**src/rtl/fft_pkg.sv**
```systemverilog
// Shared FFT pipeline definitions: datapath width, lane count and the
// state encoding used by the butterfly output commutator.
package fft_pkg;

   localparam int FFT_DW    = 12;
   localparam int FFT_LANES = 16;

   typedef enum logic [1:0] {
      IDLE  = 2'd0,
      FILL  = 2'd1,
      DRAIN = 2'd2
   } cmt_state_t;

endpackage

```
**src/rtl/bfly_out_commutator_if.sv**
```systemverilog
// Butterfly-output bus: parallel sum/difference blocks in, one serialized
// 16-lane stream out.
interface bfly_out_commutator_if #(
   parameter int DATA_WIDTH = fft_pkg::FFT_DW,
   parameter int LANES      = fft_pkg::FFT_LANES,
   parameter int DEPTH      = 2
);

   localparam int BW = $clog2(2 * DEPTH);

   // Handshake: din_valid qualifies din_* for exactly one cycle and there is
   // no ready; a block offered while the commutator is draining is dropped
   // and latches overrun. dout_valid qualifies dout_* for that cycle only.
   logic                              din_valid;
   logic [LANES-1:0][DATA_WIDTH-1:0]  din_add_r;
   logic [LANES-1:0][DATA_WIDTH-1:0]  din_add_i;
   logic [LANES-1:0][DATA_WIDTH-1:0]  din_sub_r;
   logic [LANES-1:0][DATA_WIDTH-1:0]  din_sub_i;
   logic                              dout_valid;
   logic [LANES-1:0][DATA_WIDTH-1:0]  dout_r;
   logic [LANES-1:0][DATA_WIDTH-1:0]  dout_i;
   logic [BW-1:0]                     dout_blk;
   logic                              dout_last;
   logic                              overrun;

   modport master (
      output din_valid, din_add_r, din_add_i, din_sub_r, din_sub_i,
      input  dout_valid, dout_r, dout_i, dout_blk, dout_last, overrun
   );

   modport slave (
      input  din_valid, din_add_r, din_add_i, din_sub_r, din_sub_i,
      output dout_valid, dout_r, dout_i, dout_blk, dout_last, overrun
   );

endinterface

```
**src/rtl/bfly_sub_buf.sv**
```systemverilog
// Holding bank for the difference blocks of one butterfly burst; written
// while the sum blocks stream out, read back combinationally during drain.
module bfly_sub_buf #(
   parameter int DATA_WIDTH = fft_pkg::FFT_DW,
   parameter int LANES      = fft_pkg::FFT_LANES,
   parameter int DEPTH      = 2,
   parameter int AW         = (DEPTH > 1) ? $clog2(DEPTH) : 1
) (
   input  logic                              clk,
   input  logic                              we,
   input  logic [AW-1:0]                     waddr,
   input  logic [LANES-1:0][DATA_WIDTH-1:0]  wdata_r,
   input  logic [LANES-1:0][DATA_WIDTH-1:0]  wdata_i,
   input  logic [AW-1:0]                     raddr,
   output logic [LANES-1:0][DATA_WIDTH-1:0]  rdata_r,
   output logic [LANES-1:0][DATA_WIDTH-1:0]  rdata_i
);

   logic [LANES-1:0][DATA_WIDTH-1:0] mem_r [DEPTH];
   logic [LANES-1:0][DATA_WIDTH-1:0] mem_i [DEPTH];

   // Contents are don't-care after reset, so the bank carries no reset.
   always_ff @(posedge clk) begin
      if (we) begin
         mem_r[waddr] <= wdata_r;
         mem_i[waddr] <= wdata_i;
      end
   end

   assign rdata_r = mem_r[raddr];
   assign rdata_i = mem_i[raddr];

endmodule

```
**src/rtl/bfly_out_commutator.sv**
```systemverilog
// Re-serializes a butterfly burst: sum blocks pass straight through, the
// difference blocks are parked and emitted afterwards in arrival order.
module bfly_out_commutator
   import fft_pkg::*;
#(
   parameter int DATA_WIDTH = FFT_DW,
   parameter int LANES      = FFT_LANES,
   parameter int DEPTH      = 2
) (
   input  logic                  clk,
   input  logic                  rstn,
   bfly_out_commutator_if.slave  bus,
   output cmt_state_t            state
);

   localparam int AW = (DEPTH > 1) ? $clog2(DEPTH) : 1;
   localparam int BW = $clog2(2 * DEPTH);

   typedef logic [LANES-1:0][DATA_WIDTH-1:0] lanes_t;

   cmt_state_t     state_q, state_d;
   logic [AW-1:0]  wr_cnt, wr_cnt_d;
   logic [AW-1:0]  rd_cnt, rd_cnt_d;
   logic [BW-1:0]  blk_d;
   logic           accept, drop, wr_last, rd_last;
   logic           load_add, load_sub, emit_last;
   lanes_t         buf_r, buf_i;

   assign accept  = bus.din_valid && (state_q != DRAIN);
   assign drop    = bus.din_valid && (state_q == DRAIN);
   assign wr_last = (wr_cnt == AW'(DEPTH - 1));
   assign rd_last = (rd_cnt == AW'(DEPTH - 1));
   assign state   = state_q;

   always_ff @(posedge clk or negedge rstn) begin
      if (!rstn) state_q <= IDLE;
      else       state_q <= state_d;
   end

   // wr_cnt is always 0 in IDLE, so wr_last there means DEPTH == 1.
   always_comb begin
      state_d = state_q;
      case (state_q)
         IDLE:    if (bus.din_valid) state_d = wr_last ? DRAIN : FILL;
         FILL:    if (bus.din_valid && wr_last) state_d = DRAIN;
         DRAIN:   if (rd_last) state_d = IDLE;
         default: state_d = IDLE;
      endcase
   end

   always_comb begin
      load_add  = 1'b0;
      load_sub  = 1'b0;
      emit_last = 1'b0;
      wr_cnt_d  = wr_cnt;
      rd_cnt_d  = rd_cnt;
      blk_d     = BW'(wr_cnt);
      case (state_q)
         IDLE, FILL: begin
            if (accept) begin
               load_add = 1'b1;
               wr_cnt_d = wr_last ? '0 : wr_cnt + 1'b1;
               rd_cnt_d = '0;
            end
         end
         DRAIN: begin
            load_sub  = 1'b1;
            emit_last = rd_last;
            blk_d     = BW'(DEPTH) + BW'(rd_cnt);
            rd_cnt_d  = rd_last ? '0 : rd_cnt + 1'b1;
         end
         default: ;
      endcase
   end

   bfly_sub_buf #(
      .DATA_WIDTH (DATA_WIDTH),
      .LANES      (LANES),
      .DEPTH      (DEPTH),
      .AW         (AW)
   ) u_sub_buf (
      .clk     (clk),
      .we      (accept),
      .waddr   (wr_cnt),
      .wdata_r (bus.din_sub_r),
      .wdata_i (bus.din_sub_i),
      .raddr   (rd_cnt),
      .rdata_r (buf_r),
      .rdata_i (buf_i)
   );

   // Data and block index hold between valid cycles; only valid/last drop.
   always_ff @(posedge clk or negedge rstn) begin
      if (!rstn) begin
         wr_cnt         <= '0;
         rd_cnt         <= '0;
         bus.dout_valid <= 1'b0;
         bus.dout_r     <= '0;
         bus.dout_i     <= '0;
         bus.dout_blk   <= '0;
         bus.dout_last  <= 1'b0;
         bus.overrun    <= 1'b0;
      end else begin
         wr_cnt         <= wr_cnt_d;
         rd_cnt         <= rd_cnt_d;
         bus.dout_valid <= load_add || load_sub;
         bus.dout_last  <= emit_last;
         if (load_add) begin
            bus.dout_r   <= bus.din_add_r;
            bus.dout_i   <= bus.din_add_i;
            bus.dout_blk <= blk_d;
         end else if (load_sub) begin
            bus.dout_r   <= buf_r;
            bus.dout_i   <= buf_i;
            bus.dout_blk <= blk_d;
         end
         if (drop) bus.overrun <= 1'b1;
      end
   end

endmodule

```
**src/flat_wrapper.sv**
```systemverilog
// flat-port wrapper written by rule: the top's interface ports become plain ports
module bfly_out_commutator_flat import fft_pkg::*;
#(
   parameter int DATA_WIDTH = FFT_DW,
   parameter int LANES      = FFT_LANES,
   parameter int DEPTH      = 2
)
  (clk, rstn, state, bus_din_valid, bus_din_add_r, bus_din_add_i, bus_din_sub_r, bus_din_sub_i, bus_dout_valid, bus_dout_r, bus_dout_i, bus_dout_blk, bus_dout_last, bus_overrun);
  bfly_out_commutator_if #(.DATA_WIDTH(DATA_WIDTH), .LANES(LANES), .DEPTH(DEPTH)) bus_i ();
  input  logic clk;
  input  logic rstn;
  output cmt_state_t state;
  input wire logic [$bits(bus_i.din_valid)-1:0] bus_din_valid;
  input wire logic [$bits(bus_i.din_add_r)-1:0] bus_din_add_r;
  input wire logic [$bits(bus_i.din_add_i)-1:0] bus_din_add_i;
  input wire logic [$bits(bus_i.din_sub_r)-1:0] bus_din_sub_r;
  input wire logic [$bits(bus_i.din_sub_i)-1:0] bus_din_sub_i;
  output wire logic [$bits(bus_i.dout_valid)-1:0] bus_dout_valid;
  output wire logic [$bits(bus_i.dout_r)-1:0] bus_dout_r;
  output wire logic [$bits(bus_i.dout_i)-1:0] bus_dout_i;
  output wire logic [$bits(bus_i.dout_blk)-1:0] bus_dout_blk;
  output wire logic [$bits(bus_i.dout_last)-1:0] bus_dout_last;
  output wire logic [$bits(bus_i.overrun)-1:0] bus_overrun;
  assign bus_i.din_valid = bus_din_valid;
  assign bus_i.din_add_r = bus_din_add_r;
  assign bus_i.din_add_i = bus_din_add_i;
  assign bus_i.din_sub_r = bus_din_sub_r;
  assign bus_i.din_sub_i = bus_din_sub_i;
  assign bus_dout_valid = bus_i.dout_valid;
  assign bus_dout_r = bus_i.dout_r;
  assign bus_dout_i = bus_i.dout_i;
  assign bus_dout_blk = bus_i.dout_blk;
  assign bus_dout_last = bus_i.dout_last;
  assign bus_overrun = bus_i.overrun;
  bfly_out_commutator #(.DATA_WIDTH(DATA_WIDTH), .LANES(LANES), .DEPTH(DEPTH)) u_core (.clk(clk), .rstn(rstn), .bus(bus_i), .state(state));
endmodule
```
**config.mk**
```make
export PLATFORM = sky130hd
export DESIGN_NAME = bfly_out_commutator_flat
export DESIGN_NICKNAME = d
export VERILOG_FILES = /design/src/rtl/fft_pkg.sv /design/src/rtl/bfly_out_commutator_if.sv /design/src/rtl/bfly_sub_buf.sv /design/src/rtl/bfly_out_commutator.sv /design/src/flat_wrapper.sv
export SDC_FILE = /design/constraint.sdc
export NUM_CORES = 2
export LEC_CHECK = 0
export BUFFER_PORTS_ARGS = -buffer_cell sky130_fd_sc_hd__buf_2
export CAP_MARGIN = 20
export CORE_AREA = 2 2 453 455
export CTS_CLUSTER_DIAMETER = 80
export DETAILED_ROUTE_END_ITERATION = 12
export DIE_AREA = 0 0 455 457
export PLACE_DENSITY = 0.51
export SETUP_SLACK_MARGIN = 0.05
export SYNTH_ARGS = -nofsm -noshare
export SYNTH_HDL_FRONTEND = slang
export SYNTH_HIERARCHICAL = 1
export SYNTH_SLANG_ARGS = --single-unit
```
**constraint.sdc**
```tcl
create_clock -name clk -period 17.35 [get_ports clk]
set_input_delay 0.8675 -clock clk [delete_from_list [all_inputs] [get_ports clk]]
set_output_delay 0.8675 -clock clk [all_outputs]
set_load 0.005 [all_outputs]
```
==> summary.md <==
| Metric | Value |
|---|---|
| Crit-path max FO | 55 |
| Synth top area share | 44.6% |
| Port Buffers | 1161 |
| Htree depth | 4 |
| Starting density of the core | 25.4% |
| Worst path cell trace | nor2b_1 > nor2_1 > and2_4 > buf_4 > buf_4 > buf_4 > buf_4 |
| Max Clk Rate | 0.179 GHz |
| Post-CTS setup buffer count | 0 |
| # hold bufs at CTS | 0 |
| Synth Area in Compound Gates | 0.0824% |
| Vias per std cell | 4.34 |
| Final HPWL DP | 115000 µm |
| Cell Area, Synth | 51700 µm² |
| CP dominant cell by count | buf_4 |
| Worst-Margin Slew | 1140 ps |
| Flop2flop setup slack | 11770 ps |
| Mux contribution to synthesized area | 33.4% |
| Die ar. | 208000 µm² |
| DP Cell Count | 6616 |
| Adder-Cell Fraction of Synth Area | 0% |
| Final hold violation count | 0 |
| Total GRT Usage | 15.0% |
| Largest family of logic cells by synthesized area | multiplexers |
| Final GP Congestion | 0.826 |
| Die width | 455 µm |
| CTS tree | yes |
| Pin count of the biggest net entering global routing | 117 |
| # setup viols final | 0 |
| Crit share post-route | 32.2% |
| Power per cell area | 172 nW/µm² |
| Most frequent cells in the layout | buf_2 (1159), mux2i_1 (1155), edfxtp_1 (768) |
| Most common cell after layout, fill and taps aside | buf_2 |
| Crit path DAT | 5990 ps |
| Final min period | 5580 ps |
| Final setup TNS | 0 ps |
| I/O pin total | 1162 |
| Top post-synthesis cells by area | edfxtp_1 (45%), mux2i_1 (22%), dfrtp_1 (19%) |
| CP endpoint kind | register |
| DRT iter0 DRCs | 1536 |
| Initial antenna violation count | 99 |
| Register area share after synthesis | 63.7% |
| Post-synthesis simple-gate area fraction | 0.119% |
| Top cell type by total area after synthesis | edfxtp_1 |
| # clock sinks | 1161 |
| RSZ-0062 raised after global routing | no |
| Clock Latency Late Sink | 790 ps |
| Synth Register Bits | 1161 |
| Max Cap Viol | 0 |
| Pre-antenna DRT Iters | 4 |
| First-pass GRT wire length | 226000 µm |
| Status | complete, no violations |
| Total chip power | 0.0111 W |
| Post-Syn Instances | 2895 |
| WL/cell | 23.5 µm |
| WHS | 70.5 ps |
| Synthesized area per cell | 17.8 µm² |
| Synth cell types | 23 |
| Post-route antenna net violation count | 0 |
| Xor and xnor fraction of the mapped netlist area | 0.0339% |
| DR vias | 29980 |
| Worst-case clock skew | 31.1 ps |
| Remaining Overflow, GRT | 0 |
| Critical path type | reg2reg |
| Hold Crit Class | in2async |
| Crit start category | register |
| WP data required | 17760 ps |
| Slew Viols, Final | 0 |
| Final std cell area, no fill | 64600 µm² |
| Share of cells above drive strength 1 | 43.0% |
| Slew Limit Headroom | 23.9% |
| Pleak | 27.3 nW |
| Dpl cell area | 59900 µm² |
| Vias in the first global route | 30729 |
| Rows | 166 |
| Area grow syn2layout | 25.0% |
| Clk buf depth | 3 |
| Synthesis warning total | 6 |
| CTS Buf Count | 139 |
| Drt drc | 0 |
| Fin cells | 6914 |
| Clk slew on worst S/H paths | 60 ps |
| Core Area | 203000 µm² |
| Synthesized Nets | 3666 |
| Die Y | 457 µm |
| Resized Gates After CTS | 0 |
| Slowest stage delay, CP | 1040 ps |
| Drt total wl | 162000 µm |
| Fin nets | 4841 |
| Critical Path Slowest Stage Cell | dfrtp_4 |
| Max rail drop VDD | 0.000113 V |
| Clock Tree Root | clkbuf_16 |
cell usage after synthesis:
cell	instances
xnor2_1	2
o21ai_1	1
buf_4	76
buf_12	2
edfxtp_1	768
buf_8	11
buf_6	30
dfrtp_1	393
buf_2	56
inv_1	1
nor2_1	3
a211oi_1	1
or3b_1	1
a21oi_1	1
mux2_4	360
a21o_1	1
mux2_2	24
nand2_1	1
and2_1	2
mux2i_1	1155
nand2b_1	2
a22o_1	2
nor2b_1	2
critical path, delay by kind of cell (launching register included):
family	cells	cell delay (ps)
buffers and inverters	4	2910
flip-flops	1	1040
AND/OR/NAND/NOR	3	1030
worst paths after layout:
kind                            cells past startpoint                                      end                      startpoint
worst max-delay path                                7  u_core/u_sub_buf/mem_i[1][32]$_DFFE_PP_     u_core/state[0]$_DFFE_PN0P_
worst min-delay path                                1       u_core/bus.dout_i[179]$_DFFE_PN0P_                            rstn
worst max register to register                      7  u_core/u_sub_buf/mem_i[1][32]$_DFFE_PP_     u_core/state[0]$_DFFE_PN0P_
worst min register to register                      1           u_core/bus.overrun$_DFFE_PN0P_  u_core/bus.overrun$_DFFE_PN0P_
max in group asynchronous                           4       u_core/bus.dout_r[171]$_DFFE_PN0P_                            rstn
min in group clk                                    1  u_core/u_sub_buf/mem_r[1][68]$_DFFE_PP_               bus_din_sub_r[68]
cell families after synthesis:
group                     Yosys count
buffers and inverters             176
xor gates and xnor gates            2
muxes                            1539
AOI/OAI and AO/OA                   6
and+or+nand+nor                    11
DFF                              1161
registers in the layout, summed over array words and instances (netlist names):
name / count
u_core/bus.dout_last: 1
u_core/wr_cnt: 1
u_core/bus.overrun: 1
u_core/u_sub_buf/mem_i: 384
u_core/rd_cnt: 1
u_core/bus.dout_valid: 1
u_core/bus.dout_i: 192
u_core/bus.dout_r: 192
u_core/bus.dout_blk: 2
u_core/u_sub_buf/mem_r: 384
u_core/state: 2
power breakdown:
group / total, W / switching (W) / internal (W)
logic: 0.00372 / 0.00190 / 0.00182
clock network: 0.00290 / 0.00119 / 0.00171
registers: 0.00451 / 0.000585 / 0.00393
per-layer routing:
layer | part of all wire, % | up-vias | global-route usage (%)
met5 | 0.33 | - | 0
met4 | 2.4 | 84 | 4.06
met3 | 8.4 | 316 | 5.49
met2 | 49 | 1039 | 25.6
met1 | 40 | 15051 | 17.4
li1 | - | 13490 | -
cell type report:
| class | instances | area (µm²) |
|---|---|---|
| fill | 20195 | 139000 |
| sequential | 1161 | 32900 |
| clock inverter | 52 | 536 |
| multi-input combinational | 1558 | 17400 |
| antenna | 39 | 97.6 |
| inverter | 1 | 3.75 |
| tap | 2688 | 3360 |
| timing repair buffer | 1209 | 6270 |
| clock buffer | 206 | 4030 |
per-stage QoR:
stage,worst slack (ps),utilization [%]
after floorplan,5340,-
after global placement,11330,29.5
after detailed placement,11300,29.5
after CTS,11510,31.7
after global routing,11410,31.7
final,11770,31.8
Note: power is estimated with default switching activity, not from simulation.
